## src/rtl/fwd_pkg.sv

```systemverilog
// Shared record type and default constants for the EX-stage forwarding/hazard unit.
package fwd_pkg;
  // Record rd field is sized for the widest supported register index; narrower
  // instances zero-extend into it.
  localparam int REC_REG_W      = 8;
  localparam int ZERO_REG_DEF   = 31;
  localparam int LOAD_READY_DEF = 2;

  typedef struct packed {
    logic                 valid;
    logic [REC_REG_W-1:0] rd;
    logic                 regwrite;
    logic                 is_load;
  } fwd_rec_t;
endpackage

```

## src/rtl/fwd_match.sv

```systemverilog
// Priority comparator: one source register against DEPTH downstream records, youngest wins.
module fwd_match
  import fwd_pkg::*;
#(
  parameter int DEPTH    = 3,
  parameter int REG_W    = 5,
  parameter int ZERO_REG = ZERO_REG_DEF,
  parameter int SEL_W    = 2
) (
  input  logic [REG_W-1:0]     src,
  input  fwd_rec_t [DEPTH-1:0] recs,
  output logic [SEL_W-1:0]     sel,
  output logic                 is_load_hit
);
  // Scan oldest to youngest so the youngest match overwrites older ones.
  always_comb begin
    sel         = '0;
    is_load_hit = 1'b0;
    for (int k = DEPTH - 1; k >= 0; k--) begin
      if (recs[k].valid && recs[k].regwrite &&
          recs[k].rd != REC_REG_W'(ZERO_REG) &&
          recs[k].rd == REC_REG_W'(src)) begin
        sel         = SEL_W'(k + 1);
        is_load_hit = recs[k].is_load;
      end
    end
  end
endmodule

```

## src/rtl/fwd_hazard_unit.sv

```systemverilog
// EX-stage forwarding select and load-use stall with its own downstream record pipeline.
// Optional statistics counters enabled by defining FWD_HAZARD_STATS_EN.
module fwd_hazard_unit
  import fwd_pkg::*;
#(
  parameter int NUM_SRC    = 2,
  parameter int DEPTH      = 3,
  parameter int REG_W      = 5,
  parameter int ZERO_REG   = ZERO_REG_DEF,
  parameter int LOAD_READY = LOAD_READY_DEF,
  localparam int SEL_W     = $clog2(DEPTH + 1)
) (
  input  logic                              clk,
  input  logic                              reset,
  input  logic                              advance,
  input  logic                              flush,
  input  logic                              ex_valid,
  input  logic [REG_W-1:0]                  ex_rd,
  input  logic                              ex_regwrite,
  input  logic                              ex_is_load,
  input  logic [NUM_SRC-1:0][REG_W-1:0]     ex_src,
`ifdef FWD_HAZARD_STATS_EN
  output logic [31:0]                       stall_cycles,
  output logic [31:0]                       fwd_events,
`endif
  output logic [NUM_SRC-1:0][SEL_W-1:0]     fwd_sel,
  output logic                              stall
);
  fwd_rec_t [DEPTH-1:0] recs;   // recs[0] = stage 1 (MEM)
  logic [NUM_SRC-1:0]   load_hit;
  logic [NUM_SRC-1:0]   hazard;

  for (genvar s = 0; s < NUM_SRC; s++) begin : g_src
    fwd_match #(
      .DEPTH(DEPTH), .REG_W(REG_W), .ZERO_REG(ZERO_REG), .SEL_W(SEL_W)
    ) u_match (
      .src(ex_src[s]),
      .recs(recs),
      .sel(fwd_sel[s]),
      .is_load_hit(load_hit[s])
    );
    assign hazard[s] = load_hit[s] && (int'(fwd_sel[s]) < LOAD_READY);
  end

  assign stall = ex_valid && !flush && (|hazard);

  // A stalled or squashed EX instruction enters stage 1 as a bubble.
  always_ff @(posedge clk) begin
    if (reset) begin
      recs <= '0;
    end else if (advance) begin
      if (stall || flush) begin
        recs[0] <= '0;
      end else begin
        recs[0] <= '{valid: ex_valid, rd: REC_REG_W'(ex_rd),
                     regwrite: ex_regwrite, is_load: ex_is_load};
      end
      for (int k = 1; k < DEPTH; k++) recs[k] <= recs[k-1];
    end
  end

`ifdef FWD_HAZARD_STATS_EN
  localparam int CNT_W = $clog2(NUM_SRC + 1);
  logic [CNT_W-1:0] n_fwd;
  logic [32:0]      fwd_sum;

  always_comb begin
    n_fwd = '0;
    for (int s = 0; s < NUM_SRC; s++)
      if (fwd_sel[s] != '0) n_fwd = n_fwd + CNT_W'(1);
    fwd_sum = {1'b0, fwd_events} + 33'(n_fwd);
  end

  always_ff @(posedge clk) begin
    if (reset) begin
      stall_cycles <= '0;
      fwd_events   <= '0;
    end else if (advance) begin
      if (stall) begin
        if (stall_cycles != '1) stall_cycles <= stall_cycles + 32'd1;
      end else begin
        fwd_events <= fwd_sum[32] ? '1 : fwd_sum[31:0];
      end
    end
  end
`endif
endmodule

```

## config.mk

```make
export PLATFORM = sky130hd
export DESIGN_NAME = fwd_hazard_unit
export DESIGN_NICKNAME = d
export VERILOG_FILES = /design/src/rtl/fwd_pkg.sv /design/src/rtl/fwd_match.sv /design/src/rtl/fwd_hazard_unit.sv
export SDC_FILE = /design/constraint.sdc
export NUM_CORES = 1
export LEC_CHECK = 0
export ABC_AREA = 1
export CAP_MARGIN = 20
export CORE_MARGIN = 4
export CORE_UTILIZATION = 55
export DETAILED_ROUTE_END_ITERATION = 10
export PLACE_DENSITY_LB_ADDON = 0.12
export SKIP_CTS_REPAIR_TIMING = 1
export SLEW_MARGIN = 10
export SYNTH_ARGS = -nofsm -noshare
export SYNTH_HDL_FRONTEND = slang
export SYNTH_HIERARCHICAL = 1
export SYNTH_SLANG_ARGS = --single-unit
```

## constraint.sdc

```tcl
create_clock -name clk -period 2.9 [get_ports clk]
set_clock_uncertainty 0.2 [all_clocks]
set_input_delay 0.58 -clock clk [delete_from_list [all_inputs] [get_ports clk]]
set_output_delay 0.58 -clock clk [all_outputs]
set_load 0.01 [all_outputs]
```

# Word level (Yosys, flattened, before mapping)
# Index checks and enable logic that the tools add are counted.
# word_totals
register_bits,33
input_bits,22
output_inout_bits,5
word_cells,55
# classes
n_lt_le_gt_ge,2
eq_ne,9
mux,13
reduce_logical,19
# ops
cell,n
8-bit by 5-bit equality test with 1-bit output,6
"8-bit by 5-bit inequality test with 1-bit output, second input constant",3
1-bit logical AND,16
2-bit two-way mux,6
11-bit two-way mux,1
1-bit two-way mux,6
"2-bit less-than comparator, second input constant",2
2-bit OR reduction,1
1-bit zero test,1
1-bit logical OR,1

# Depth between registers and ports, before layout
# Gate-level depths: netlist of the first run.
# logic_depth
word_depth,12
depth_mapped,15
mapped_depth_nobuf,15

# By module
# Netlist of the first run, hierarchy kept.
# by_module_without_submodules
mod,instances,cells_per_inst,area_per_inst_um2,seq_area_each_um2
fwd_hazard_unit,1,115,880.8,480.5
fwd_match,2,91,397.9,0.0

# Worst setup path after synthesis of the first run
# Ideal clock, no wire load.
# synth_path
kind,input port to output port
start,in ex_src[8] (netlist bit)
end,out stall
t_arrival_ps,1702
t_required_ps,2120
slack_ps,418
stages,13
path_buffers,0
path_cell_list,inv_2 -> nor2_1 -> nor2_1 -> nand2_1 -> nor2_1 -> nand3_1 -> o21ai_0 -> and2_1 -> inv_1 -> nand2_1 -> nand2_1 -> nand2_1 -> inv_1
# synth_lines
element,line_no,source
start: declaration,fwd_hazard_unit.sv:21,"input logic [NUM_SRC-1:0][REG_W-1:0] ex_src,"
end: declaration,fwd_hazard_unit.sv:27,output logic stall

# Worst setup path in the final report of the first run
# layout_path
start,in ex_src[8] (netlist bit)
end,out stall
# layout_via
elab_chain_len,9
word_cells_on_any_way,16
classes_between,1 x order compare; 3 x eq/ne; 6 x mux; 6 x reduce/logical
# layout_lines
element,line_no,source
8-bit by 5-bit equality test with 1-bit output,fwd_match.sv:22,recs[k].rd == REC_REG_W'(src)) begin
1-bit logical AND,fwd_match.sv:21,recs[k].rd != REC_REG_W'(ZERO_REG) &&
2-bit two-way mux (3 in a row),fwd_match.sv:20,if (recs[k].valid && recs[k].regwrite &&
2-bit less-than comparator,fwd_hazard_unit.sv:42,assign hazard[s] = load_hit[s] && (int'(fwd_sel[s]) < LOAD_READY);
1-bit logical AND (*),fwd_hazard_unit.sv:42,
2-bit OR reduction (*),fwd_hazard_unit.sv:45,assign stall = ex_valid && !flush && (|hazard);
1-bit logical AND (*),fwd_hazard_unit.sv:45,
# Every way passes the cells marked *; elsewhere a longest branch is shown, timed or not.

==> impl_metrics.env, run 1 <==
export IMPL_status="complete, no violations"
export IMPL_required_ns=2.12
export IMPL_clock_tree_buffer_depth=2
export IMPL_ff2ff_setup_slack_ns=0.68
export IMPL_htreeDepth=1
export IMPL_first_pass_iters=5
export IMPL_top_regs="recs (24)"
export IMPL_final_nets=376
export IMPL_cp_start_kind="input port"
export IMPL_postRouteAntennaNets=0
export IMPL_syn_to_final_growth_pct=32.1
export IMPL_power_uw=782
export IMPL_hold_class="flip-flop to flip-flop"
export IMPL_clock_latency_ns=0.32
export IMPL_dp_hpwl_microns=3500
export IMPL_yosysWarnings=6
export IMPL_grt_overflow_total=0
export IMPL_clk_pin_slew_ns=0.14
export IMPL_netlist_area_sq_um=1680
export IMPL_power_density_nw_per_um2=353
export IMPL_fin_crit_sh_pct=98.5
export IMPL_drive_gt1_share_pct=15.0
export IMPL_cp_max_fo=5
export IMPL_io_buffers=26
export IMPL_grt_pass1_vias=1715
export IMPL_finalHoldViolations=0
export IMPL_rsz0062_at_grt="yes"
export IMPL_regArea_sq_um=492
export IMPL_grt_total_usage_pct=23.0
export IMPL_cts_root_buffer="clkbuf_4"
export IMPL_rows=19
export IMPL_min_to="recs[32]"
export IMPL_dieHeight_microns=63.2
export IMPL_cts_buffers=3
export IMPL_rr_endpoint="recs[4]"
export IMPL_synthCells=297
export IMPL_synth_top_family_by_area="simple AND/OR/NAND/NOR gates"
export IMPL_gp_congestion=0.990
export IMPL_avgSynthCellArea_sq_um=5.65
export IMPL_tightest_slew_ns=0.606
export IMPL_wl_per_cell_microns=11.9
export IMPL_slew_viol_final=0
export IMPL_synth_mux_area_share_pct=0
export IMPL_antenna_cells=0
export IMPL_pre_cts_slack_ns=-0.602
export IMPL_io_pins=27
export IMPL_antenna_found_initial=0
export IMPL_largest_reg_flops=24
export IMPL_multiInputGateArea_sq_um=1080
export IMPL_synth_simple_gate_area_share_pct=41.3
export IMPL_dieArea_sq_um=4000
export IMPL_dieWidth_microns=63.2
export IMPL_final_setup_worst_slack_ns=0.0443
export IMPL_r2r_start="recs[16]"
export IMPL_drt_iter0_markers=148
export IMPL_vias_per_cell=5.06
export IMPL_fin_crit_ns=2.86
export IMPL_power_leakage_uw=0.00115
export IMPL_setup_viol=0
export IMPL_clkSinkCount=24
export IMPL_drc=0
export IMPL_holdCritStartpoint="recs[21]"
export IMPL_grt_pass1_wl_microns=7380
export IMPL_dr_total_vias=1943
export IMPL_rr_worst_depth=14
export IMPL_arrival_ns=2.08
export IMPL_cts_tree="done"
export IMPL_fmax_mhz=350
export IMPL_fin_tns_setup_ns=0
export IMPL_vdd_ir_drop_max_uv=423
export IMPL_start_util_pct=59.3
export IMPL_grt_max_degree=33
export IMPL_synth_xor_area_share_pct=3.13
export IMPL_ys_ff_latch=24
export IMPL_endpoint_kind="output port"
export IMPL_top_register="recs"
export IMPL_synth_compound_area_share_pct=14.8
export IMPL_finalWirelength_microns=4570
export IMPL_synthAdderAreaFrac_pct=0
export IMPL_fillCellCount=231
export IMPL_hold_path_depth=2
export IMPL_crit_type="input port to output port"
export IMPL_yosysSeqAreaShare_pct=28.7
export IMPL_synth_cell_types=21
export IMPL_maxCapViolations=0
export IMPL_maxSlewHeadroom_pct=59.5
export IMPL_coreArea_sq_um=2830
==> where the power goes <==
group	internal [uW]	switching (uW)	total (uW)
clock network	140	105	244
registers	353	33.6	386
logic	66.1	84.9	151
total	558	223	782
==> layout make-up <==
class / instances / share of cell area, %
tap: 31 / 1.75
clock inverter: 1 / 1.36
inverter: 45 / 7.63
timing repair buffer: 41 / 17.2
sequential: 24 / 22.2
multi-input combinational: 239 / 48.9
clock buffer: 3 / 1.02
==> layer usage <==
layer / global-route usage [%] / wire, microns / vias to the layer above / part of all wire, %
li1: - / - / 1020 / -
met1: 29.2 / 1970 / 843 / 43
met2: 38.3 / 2110 / 72 / 46
met3: 5.33 / 399 / 8 / 8.7
met4: 7.28 / 83 / 0 / 1.8
met5: 0 / 0 / - / 0
==> synth_stat cells (all sizes together) <==
master | n | area (sq um)
nor2 | 67 | 262
conb | 1 | 3.75
clkbuf | 3 | 13.8
dfxtp | 24 | 480
nand4 | 6 | 37.5
nand3 | 20 | 110
buf | 3 | 17.5
a21oi | 12 | 67.6
xor2 | 6 | 52.6
and2 | 2 | 12.5
o21ai | 36 | 180
nand2 | 72 | 270
inv | 41 | 154
clkinv | 4 | 15.0
==> layout by cell type, fill, tap and decap left out <==
cell type	instances
inv_1	35
nand4_1	6
clkbuf_2	4
nand3_2	4
and2_1	1
clkinv_1	4
nand3_1	16
dlymetal6s2s_1	11
a21oi_2	2
conb_1	18
dfxtp_2	9
nor2_1	59
clkdlybuf4s50_1	11
o21ai_0	30
clkbuf_4	3
a21oi_1	10
and2_4	1
o21ai_1	6
nand2_1	72
bufinv_16	1
dfxtp_1	15
buf_4	15
inv_2	6
nor2_2	8
xor2_1	6
==> worst max path at each step <==
stage / from / endpoint / slack (ns) / cells past startpoint
global route: recs[25] / stall / -0.05 / 13
detailed placement: ex_src[8] / stall / -0.60 / 15
floorplan: ex_src[8] / stall / 0.42 / 13
CTS: ex_src[8] / stall / -0.60 / 15
global placement: ex_src[6] / stall / -0.56 / 14
finish: ex_src[8] / stall / 0.04 / 15
==> worst max-delay path, cell delays in order <==
cell	delay (ns)
dlymetal6s2s_1	0.14
inv_2	0.10
nor2_1	0.05
nor2_1	0.19
nand2_1	0.09
nor2_2	0.14
nand3_2	0.10
o21ai_1	0.11
and2_4	0.16
inv_1	0.04
nand2_1	0.09
nand2_1	0.07
nand2_1	0.07
inv_1	0.04
clkbuf_2	0.11
==> per-stage QoR <==
step           area, sq um  util (%)  std cells  hold slack (ns)
3_3_place_gp          2080      73.6        375            0.303
5_1_grt               2210      78.3        384            0.368
4_1_cts               2140      75.5        379            0.335
3_5_place_dp          2080      73.6        375            0.316
2_1_floorplan         1740         -        314            0.285
6_report              2210      78.3        384            0.335
==> cell families after synthesis <==
logic type / after synthesis
and+or+nand+nor: 167
buffers and inverters: 51
AOI/OAI and AO/OA: 48
DFF: 24
xor gates and xnor gates: 6
other: 1
No activity file was read; power rests on OpenSTA's default activity.
==> run 2, diff against run 1 <==
--- a/config.mk
+++ b/config.mk
@@ -10,6 +10,8 @@
 export CORE_MARGIN = 4
 export CORE_UTILIZATION = 55
 export DETAILED_ROUTE_END_ITERATION = 10
+export GPL_TIMING_DRIVEN = 0
+export HOLD_SLACK_MARGIN = 0.1
 export PLACE_DENSITY_LB_ADDON = 0.12
 export SKIP_CTS_REPAIR_TIMING = 1
 export SLEW_MARGIN = 10
==> run 2 against run 1 <==
Global-route usage shrank 0.71 points. Fmax grew 1.4%. Flip-flop and latch count is the same. Sequential share of layout area grew 0.58 points. Setup slack gained 0.041 ns. Register-to-register slack gained 0.14 ns. Wire length grew 0.83%. Critical endpoint is now fwd_sel[3].
==> impl_metrics.env, run 2 (synthesis results as in run 1) <==
export IMPL_p_sw_uw=223
export IMPL_fin_crit_ns=2.81
export IMPL_fmax_mhz=355
export IMPL_drt_iter0_markers=89
export IMPL_fin_crit_sh_pct=97.1
export IMPL_routed_top_layer="met4"
export IMPL_hold_class="flip-flop to flip-flop"
export IMPL_p_comb_share_pct=19.7
export IMPL_startpoint="ex_src[8]"
export IMPL_required_ns=2.12
export IMPL_finalWirelength_microns=4600
export IMPL_mostFrequentLayoutCells="70 x nand2_1, 58 x nor2_1, 35 x inv_1"
export IMPL_maxCapViolations=0
export IMPL_drive_gt1_share_pct=14.6
export IMPL_io_buffers=26
export IMPL_finalHoldViolations=0
export IMPL_p_seq_share_pct=49.4
export IMPL_pwr_share_clk_pct=30.8
export IMPL_met3_length_microns=337
export IMPL_rr_worst_depth=14
export IMPL_pre_cts_slack_ns=-0.739
export IMPL_slew_viol_final=0
export IMPL_status="complete, no violations"
export IMPL_cts_buffers=3
export IMPL_antenna_cells=0
export IMPL_hold_path_depth=2
export IMPL_r2r_start="recs[12]"
export IMPL_grt_total_usage_pct=22.3
export IMPL_setup_viol=0
export IMPL_dieArea_sq_um=4000
export IMPL_stdcell_count=380
export IMPL_ff2ff_setup_slack_ns=0.82
export IMPL_grt_max_degree=15
export IMPL_power_leakage_uw=0.00111
export IMPL_clock_latency_ns=0.31
export IMPL_switching_share_pct=28.5
export IMPL_hold_ws_ns=0.339
export IMPL_largest_reg_flops=24
export IMPL_final_setup_worst_slack_ns=0.0851
export IMPL_clkSinkCount=24
export IMPL_top_register="recs"
export IMPL_syn_to_final_growth_pct=31.0
export IMPL_placedCellCount=371
export IMPL_cp_endpoint="fwd_sel[3]"
export IMPL_first_pass_iters=5
export IMPL_antenna_found_initial=0
export IMPL_critical_path_max_stage_delay_ns=0.53
export IMPL_gp_congestion=0.882
export IMPL_clock_tree_buffer_depth=2
export IMPL_power_density_nw_per_um2=356
export IMPL_cts_tree="done"
export IMPL_clk_pin_slew_ns=0.13
export IMPL_drc=0
export IMPL_grt_pass1_vias=1624
export IMPL_wl_met2_microns=2100
export IMPL_rsz0062_at_grt="yes"
export IMPL_internal_power_uw=559
export IMPL_postRouteAntennaNets=0
export IMPL_rr_endpoint="recs[2]"
export IMPL_endpoint_kind="output port"
export IMPL_top_regs="recs (24)"
export IMPL_start_util_pct=59.3
export IMPL_coreArea_sq_um=2830
export IMPL_crit_type="input port to output port"
export IMPL_final_nets=372
export IMPL_crit_path_top_delay_cell="clkdlybuf4s50_1"
export IMPL_dp_hpwl_microns=3380
export IMPL_io_pins=27
export IMPL_htreeDepth=1
export IMPL_wl_per_cell_microns=12.1
export IMPL_cp_start_kind="input port"
export IMPL_final_common_cell="nand2_1"
export IMPL_vdd_ir_drop_max_uv=270
export IMPL_path_cells="dlymetal6s2s_1 > inv_2 > nor2_1 > nor2_1 > nand2_1 > nor2_2 > nand3_2 > o21ai_0 > and2_1 > clkdlybuf4s50_1"
export IMPL_vias_per_cell=5.08
export IMPL_dieHeight_microns=63.2
export IMPL_dieWidth_microns=63.2
export IMPL_crit_top_cell="nor2_1"
export IMPL_dr_total_vias=1930
export IMPL_fillCellCount=245
export IMPL_rows=19
export IMPL_arrival_ns=2.03
export IMPL_cp_max_fo=5
export IMPL_wl_met1_microns=2140
export IMPL_cts_root_buffer="clkbuf_4"
export IMPL_grt_pass1_wl_microns=7320
export IMPL_grt_overflow_total=0
## run 2: changes by cell type in the layout (fill, tap and decap cells not counted), sizes merged
cell           delta
buf               -7
dlymetal6s2s      -1
clkbuf            +1
clkdlybuf4s50     +3
## run 2: worst max-delay path: cells and delay by family
family	cells	cell delay, ns
compound gates	1	0.08
buf+inv	3	0.79
simple gates	6	0.59
## run 2: stage by stage
stage	TNS, ns	area [sq um]	power, uW	util, %
finish	0	2200	782	77.7
CTS	-1.85	2090	774	73.9
global route	-0.0232	2200	822	77.7
detailed placement	-1.83	2040	539	72.1
floorplan	0	1740	474	-
global placement	-1.74	2040	534	72.1
## run 2: worst min path at each step
stage	startpoint	end	slack (ns)
CTS	recs[10]	recs[21]	0.34
floorplan	recs[28]	recs[28]	0.28
global placement	recs[32]	recs[32]	0.31
detailed placement	recs[10]	recs[21]	0.31
global route	recs[17]	recs[28]	0.37
finish	recs[1]	recs[12]	0.34
## run 2: power by group through the flow
stage	sequential [uW]	clock, uW	combinational, uW
global route	390	254	179
global placement	390	0	145
floorplan	379	0	94.6
CTS	383	242	149
detailed placement	390	0	148
finish	387	241	154
## run 2: layout make-up
cell class | count | area, sq um | share of cell area (%)
sequential | 24 | 500 | 22.8
timing repair buffer | 31 | 313 | 14.2
inverter | 45 | 169 | 7.69
multi-input combinational | 239 | 1090 | 49.7
tap | 31 | 38.8 | 1.77
clock buffer | 3 | 22.5 | 1.03
buffer | 6 | 31.3 | 1.42
clock inverter | 1 | 30.0 | 1.37
## run 2: layer usage
metal | GRT usage, % | up-vias
met5 | 0 | -
met4 | 3.23 | 0
met1 | 30.7 | 836
met3 | 3.73 | 6
li1 | - | 1011
met2 | 37.2 | 77
